==> src/rtl/color_histogram.sv <==
`default_nettype none
// ============================================================================
// Module   : color_histogram
// Purpose  : Counts colour-filtered pixels inside a centred inner frame, split
//            into column bins, and publishes per-bin counts and partial sums.
// Revision : 1.0
// ============================================================================
module color_histogram #(
    parameter int c_img_cols     = 160,
    parameter int c_img_rows     = 120,
    parameter int c_inframe_cols = 128,
    parameter int c_inframe_rows = 104,
    parameter int c_hist_bins    = 8
) (
    input  logic        clk,
    input  logic        rst,
    input  logic        frame_start_i,
    input  logic        px_valid_i,
    input  logic        px_color_i,
    output logic [13:0] colorpxls_o,
    output logic [10:0] colorpxls_bin0_o,
    output logic [10:0] colorpxls_bin1_o,
    output logic [10:0] colorpxls_bin2_o,
    output logic [10:0] colorpxls_bin3_o,
    output logic [10:0] colorpxls_bin4_o,
    output logic [10:0] colorpxls_bin5_o,
    output logic [10:0] colorpxls_bin6_o,
    output logic [10:0] colorpxls_bin7_o,
    output logic [12:0] colorpxls_left_o,
    output logic [12:0] colorpxls_rght_o,
    output logic [12:0] colorpxls_bin012_o,
    output logic [12:0] colorpxls_bin567_o,
    output logic [12:0] colorpxls_bin01_o,
    output logic [12:0] colorpxls_bin67_o,
    output logic        new_frame_proc_o
);

    localparam logic [7:0] c_col_lo    = 8'((c_img_cols - c_inframe_cols) / 2);
    localparam logic [7:0] c_col_hi    = 8'((c_img_cols + c_inframe_cols) / 2 - 1);
    localparam logic [6:0] c_row_lo    = 7'((c_img_rows - c_inframe_rows) / 2);
    localparam logic [6:0] c_row_hi    = 7'((c_img_rows + c_inframe_rows) / 2 - 1);
    localparam logic [7:0] c_col_last  = 8'(c_img_cols - 1);
    localparam logic [6:0] c_row_last  = 7'(c_img_rows - 1);
    localparam int         c_bin_shift = $clog2(c_inframe_cols / c_hist_bins);
    localparam int         c_bin_w     = $clog2(c_hist_bins);

    typedef enum logic [1:0] {
        IDLE    = 2'd0,
        CAPTURE = 2'd1,
        DONE    = 2'd2
    } state_t;

    state_t state;
    state_t state_nxt;

    logic [7:0]         col;
    logic [7:0]         col_nxt;
    logic [6:0]         row;
    logic [6:0]         row_nxt;
    logic [7:0]         pix_col;
    logic [6:0]         pix_row;
    logic [7:0]         col_off;
    logic [c_bin_w-1:0] bin_idx;
    logic               accept;
    logic               hit;
    logic               last_px;

    logic [10:0] acc     [c_hist_bins];
    logic [10:0] acc_nxt [c_hist_bins];

    logic [12:0] sum01;
    logic [12:0] sum012;
    logic [12:0] sum_left;
    logic [12:0] sum67;
    logic [12:0] sum567;
    logic [12:0] sum_rght;
    logic [13:0] sum_total;

    // A frame start restarts indexing, so a pixel in that same cycle is (0,0).
    always_comb begin
        accept  = px_valid_i && (frame_start_i || (state == CAPTURE));
        pix_col = frame_start_i ? 8'd0 : col;
        pix_row = frame_start_i ? 7'd0 : row;
        last_px = accept && (pix_col == c_col_last) && (pix_row == c_row_last);
        hit     = accept && px_color_i
                  && (pix_col >= c_col_lo) && (pix_col <= c_col_hi)
                  && (pix_row >= c_row_lo) && (pix_row <= c_row_hi);
        col_off = pix_col - c_col_lo;
        bin_idx = c_bin_w'(col_off >> c_bin_shift);
    end

    always_comb begin
        col_nxt = col;
        row_nxt = row;
        if (frame_start_i) begin
            col_nxt = 8'd0;
            row_nxt = 7'd0;
        end
        if (accept) begin
            if (pix_col == c_col_last) begin
                col_nxt = 8'd0;
                row_nxt = pix_row + 7'd1;
            end else begin
                col_nxt = pix_col + 8'd1;
                row_nxt = pix_row;
            end
        end
    end

    always_comb begin
        for (int b = 0; b < c_hist_bins; b++) begin
            acc_nxt[b] = frame_start_i ? 11'd0 : acc[b];
        end
        if (hit) begin
            acc_nxt[bin_idx] = acc_nxt[bin_idx] + 11'd1;
        end
    end

    always_comb begin
        state_nxt = state;
        case (state)
            IDLE:    state_nxt = IDLE;
            CAPTURE: if (last_px) state_nxt = DONE;
            DONE:    state_nxt = IDLE;
            default: state_nxt = IDLE;
        endcase
        if (frame_start_i) begin
            state_nxt = CAPTURE;
        end
    end

    always_ff @(posedge clk or posedge rst) begin
        if (rst) begin
            state <= IDLE;
            col   <= 8'd0;
            row   <= 7'd0;
        end else begin
            state <= state_nxt;
            col   <= col_nxt;
            row   <= row_nxt;
        end
    end

    generate
        for (genvar gb = 0; gb < c_hist_bins; gb++) begin : g_bins
            always_ff @(posedge clk or posedge rst) begin
                if (rst) begin
                    acc[gb] <= 11'd0;
                end else begin
                    acc[gb] <= acc_nxt[gb];
                end
            end
        end
    endgenerate

    // Widened before adding so that no partial sum can wrap.
    always_comb begin
        sum01     = 13'(acc[0]) + 13'(acc[1]);
        sum012    = sum01 + 13'(acc[2]);
        sum_left  = sum012 + 13'(acc[3]);
        sum67     = 13'(acc[6]) + 13'(acc[7]);
        sum567    = sum67 + 13'(acc[5]);
        sum_rght  = sum567 + 13'(acc[4]);
        sum_total = 14'(sum_left) + 14'(sum_rght);
    end

    // DONE is the only cycle in which the accumulators hold a finished frame.
    always_ff @(posedge clk or posedge rst) begin
        if (rst) begin
            colorpxls_o        <= 14'd0;
            colorpxls_bin0_o   <= 11'd0;
            colorpxls_bin1_o   <= 11'd0;
            colorpxls_bin2_o   <= 11'd0;
            colorpxls_bin3_o   <= 11'd0;
            colorpxls_bin4_o   <= 11'd0;
            colorpxls_bin5_o   <= 11'd0;
            colorpxls_bin6_o   <= 11'd0;
            colorpxls_bin7_o   <= 11'd0;
            colorpxls_left_o   <= 13'd0;
            colorpxls_rght_o   <= 13'd0;
            colorpxls_bin012_o <= 13'd0;
            colorpxls_bin567_o <= 13'd0;
            colorpxls_bin01_o  <= 13'd0;
            colorpxls_bin67_o  <= 13'd0;
            new_frame_proc_o   <= 1'b0;
        end else begin
            new_frame_proc_o <= (state == DONE);
            if (state == DONE) begin
                colorpxls_o        <= sum_total;
                colorpxls_bin0_o   <= acc[0];
                colorpxls_bin1_o   <= acc[1];
                colorpxls_bin2_o   <= acc[2];
                colorpxls_bin3_o   <= acc[3];
                colorpxls_bin4_o   <= acc[4];
                colorpxls_bin5_o   <= acc[5];
                colorpxls_bin6_o   <= acc[6];
                colorpxls_bin7_o   <= acc[7];
                colorpxls_left_o   <= sum_left;
                colorpxls_rght_o   <= sum_rght;
                colorpxls_bin012_o <= sum012;
                colorpxls_bin567_o <= sum567;
                colorpxls_bin01_o  <= sum01;
                colorpxls_bin67_o  <= sum67;
            end
        end
    end

endmodule
`default_nettype wire

==> config.mk <==
export PLATFORM = sky130hd
export DESIGN_NAME = color_histogram
export DESIGN_NICKNAME = d
export VERILOG_FILES = /design/src/rtl/color_histogram.sv
export SDC_FILE = /design/constraint.sdc
export NUM_CORES = 1
export LEC_CHECK = 0
export ABC_AREA = 1
export BUFFER_PORTS_ARGS = -buffer_cell sky130_fd_sc_hd__buf_2
export CAP_MARGIN = 10
export CORE_MARGIN = 5
export CORE_UTILIZATION = 25
export DETAILED_ROUTE_END_ITERATION = 10
export PLACE_DENSITY_LB_ADDON = 0.15
export REMOVE_ABC_BUFFERS = 1
export SLEW_MARGIN = 20
export SYNTH_ARGS = -nofsm -noshare
export SYNTH_HDL_FRONTEND = slang
export SYNTH_SLANG_ARGS = --single-unit
==> constraint.sdc <==
create_clock -name clk -period 10.2 [get_ports clk]
set_input_delay 1.53 -clock clk [delete_from_list [all_inputs] [get_ports clk]]
set_output_delay 1.53 -clock clk [all_outputs]
set_load 0.005 [all_outputs]
==> impl_metrics.env <==
export IMPL_syn_area_sq_mm=0.0163
export IMPL_hp_class="reg2reg"
export IMPL_final_common_cell="nand2_1"
export IMPL_async_reset_ff_share_pct=100
export IMPL_critPathBufInv=6
export IMPL_cts_buffer_depth=3
export IMPL_outcome="completed"
export IMPL_yosysSeqAreaShare_pct=43.7
export IMPL_synth_distinct_cells=51
export IMPL_layout_common_cells="874 x nand2_1, 284 x dfrtp_1, 183 x buf_2"
export IMPL_rows=93
export IMPL_grt_pass1_wl_um=88400
export IMPL_crit_slowest_cell="nand3_1"
export IMPL_cp_top_family="buffers and inverters"
export IMPL_layout_core_utilization_pct=29.7
export IMPL_cp_start_kind="input pin"
export IMPL_fmax_mhz=181
export IMPL_nets=2396
export IMPL_setup_violations=0
export IMPL_cts_setup_buffers=0
export IMPL_yosys_warnings=0
export IMPL_vias_per_cell=4.50
export IMPL_post_cts_resize_count=0
export IMPL_ant_nets=0
export IMPL_gp_congestion=0.856
export IMPL_grt_max_degree=166
export IMPL_die_area_sq_mm=0.0703
export IMPL_p_per_area_mw_per_mm2=128
export IMPL_finalMaxSlewViolations=0
export IMPL_drc=0
export IMPL_vdd_drop_max_uv=76.8
export IMPL_crit_chain="buf_2 -> inv_2 -> nand2_2 -> buf_4 -> ha_1 -> buf_4 -> inv_1 -> nand2_1 -> nand2_1 -> nand2_1 -> nand2_2 -> inv_1 -> ha_1 -> nand3_1 -> nor2_1 -> nand3_1 -> nand3_1 -> nand2_1"
export IMPL_clock_sinks=284
export IMPL_syn_inst=2145
export IMPL_hpwl_um=42900
export IMPL_die_w_um=265
export IMPL_clock_skew_final_ns=0.0134
export IMPL_grt_pass1_vias=14403
export IMPL_pin_count=186
export IMPL_syn_avg_cell_area_sq_um=7.59
export IMPL_relSlewSlack_pct=34.0
export IMPL_start_util_pct=25.2
export IMPL_fin_crit_sh_pct=54.3
export IMPL_rsz0062_at_grt="false"
export IMPL_clkSlewWorstSetupHoldPaths_ns=0.06
export IMPL_crit_type="in2reg"
export IMPL_worstPathRequired_ns=10.62
export IMPL_numCtsBuffers=36
export IMPL_gr_total_overflow=0
export IMPL_cts_root_buf="clkbuf_16"
export IMPL_drt_total_wl_um=57700
export IMPL_tns_ns=0
export IMPL_layout_drive_gt1_share_pct=12.6
export IMPL_cts_hold_buf=0
export IMPL_cts_tree="done"
export IMPL_cp_arrival_ns=5.96
export IMPL_die_h_um=265
export IMPL_nFillCells=7070
export IMPL_grt_total_usage_pct=16.1
export IMPL_wl_per_cell_um=18.2
export IMPL_antenna_found_initial=2
export IMPL_critPathMaxStageDelay_ns=0.50
export IMPL_vias=14292
export IMPL_cts_htree_levels=2
export IMPL_cp_common_cell="nand2_1"
export IMPL_tightestPinTransition_ns=0.990
export IMPL_drt_iter0_drc=842
export IMPL_clock_latency_ns=0.55
export IMPL_yosys_register_bits=284
export IMPL_ys_flop_type="dfrtp_1"
export IMPL_p_leak_nw=10.3
export IMPL_synth_edf_count=0
export IMPL_min_period_ns=5.54
export IMPL_timing_hold_violations_final=0
export IMPL_cap_violations=0
export IMPL_dr_pass1_iters=5
export IMPL_multi_input_comb_area_sq_mm=0.00804
export IMPL_cp_max_fo=56
export IMPL_area_growth_pct=17.6
export IMPL_port_buffers=183
export IMPL_core_sq_mm=0.0645
export IMPL_critPathCaptureType="flip-flop"
export IMPL_regArea_sq_mm=0.00711
==> report_power, final <==
| group | internal (W) | switching, W | leakage, nW |
|---|---|---|---|
| sequential | 0.00113 | 0.000000232 | 3.96 |
| combinational | 0.00000461 | 0.0000356 | 5.80 |
| clock | 0.000776 | 0.000511 | 0.579 |
| total | 0.00191 | 0.000546 | 10.3 |
==> registers in the layout, indices dropped and copies added, names as in the netlist, 11 cells and up <==
register,cells
colorpxls_bin5_o,11
colorpxls_left_o,13
colorpxls_bin567_o,13
colorpxls_bin1_o,11
colorpxls_bin01_o,12
acc,88
colorpxls_bin6_o,11
colorpxls_bin67_o,12
colorpxls_bin3_o,11
colorpxls_bin0_o,11
colorpxls_o,14
colorpxls_bin2_o,11
colorpxls_bin4_o,11
colorpxls_bin7_o,11
colorpxls_rght_o,13
colorpxls_bin012_o,13
==> worst reg2reg max path: cells and delay by family (launching register included) <==
family                     cells  cell delay [ns]
buffers and inverters          2             0.13
DFF                            1             0.41
and+or+nand+nor               15             1.37
AOI/OAI and AO/OA              5             0.85
adders and majority gates      5             1.78
xor gates and xnor gates       3             0.85
==> per-stage QoR <==
step                      instance area [sq um]  std cells  total power, W  setup slack (ns)  hold WS [ns]
after floorplan                           15900       2064         0.00117             0.834         0.465
after global placement                    17900       3112         0.00119              4.27         0.453
final                                     19100       3176         0.00245              4.66         0.466
after CTS                                 19100       3174         0.00251              4.70         0.468
after global routing                      19100       3175         0.00255              4.12         0.481
after detailed placement                  17900       3112         0.00119              4.14         0.454
==> layout make-up <==
| class | count | share of cell area, % |
|---|---|---|
| clock inverter | 4 | 0.255 |
| multi-input combinational | 1590 | 42.0 |
| antenna | 1 | 0.0131 |
| sequential | 284 | 37.1 |
| inverter | 190 | 3.79 |
| tap | 855 | 5.59 |
| timing repair buffer | 194 | 5.38 |
| clock buffer | 58 | 5.87 |
==> metal layers <==
| metal | vias to the layer above | GRT usage [%] | share of wire (%) |
|---|---|---|---|
| met5 | - | 0 | 0.012 |
| met4 | 2 | 4.34 | 2.7 |
| met3 | 85 | 2.89 | 4.3 |
| met2 | 263 | 26.8 | 47 |
| met1 | 6827 | 21.6 | 46 |
| li1 | 7115 | - | - |
==> path summary, 6_finish.rpt <==
check                      slack, ns  cells after the start                     to      startpoint
max                             4.66                     18                acc[52]   frame_start_i
min                             0.47                      2         colorpxls_o[0]  colorpxls_o[0]
max reg2reg                     4.73                     30        colorpxls_o[11]          acc[0]
min reg2reg                     0.47                      2         colorpxls_o[0]  colorpxls_o[0]
max in group asynchronous       7.46                      4    colorpxls_bin7_o[5]             rst
min in group asynchronous       1.13                      2  colorpxls_bin01_o[11]             rst
==> logic make-up after synthesis <==
group / synth area share (%)
AO/OA/AOI/OAI: 9.85
buffers and inverters: 7.03
flip-flops: 43.7
XOR/XNOR: 3.71
AND/OR/NAND/NOR: 28.1
other: 0.0230
adder cells (fa/ha/maj): 7.63
==> Yosys cell counts (8+ instances only) <==
master	instances	area, sq um
a21oi_1	53	265
a31oi_1	12	75.1
buf_2	20	100
buf_4	8	60.1
buf_6	9	101
clkbuf_1	41	154
dfrtp_1	284	7110
ha_1	88	1100
inv_1	183	687
nand2_1	874	3280
nand2_2	11	68.8
nand3_1	97	485
nand4_1	13	81.3
nor2_1	109	409
o211ai_1	10	75.1
o21ai_0	147	736
o21ai_1	49	245
xnor2_1	22	193
xor2_1	42	368
Power figures use the tool's default switching activity.
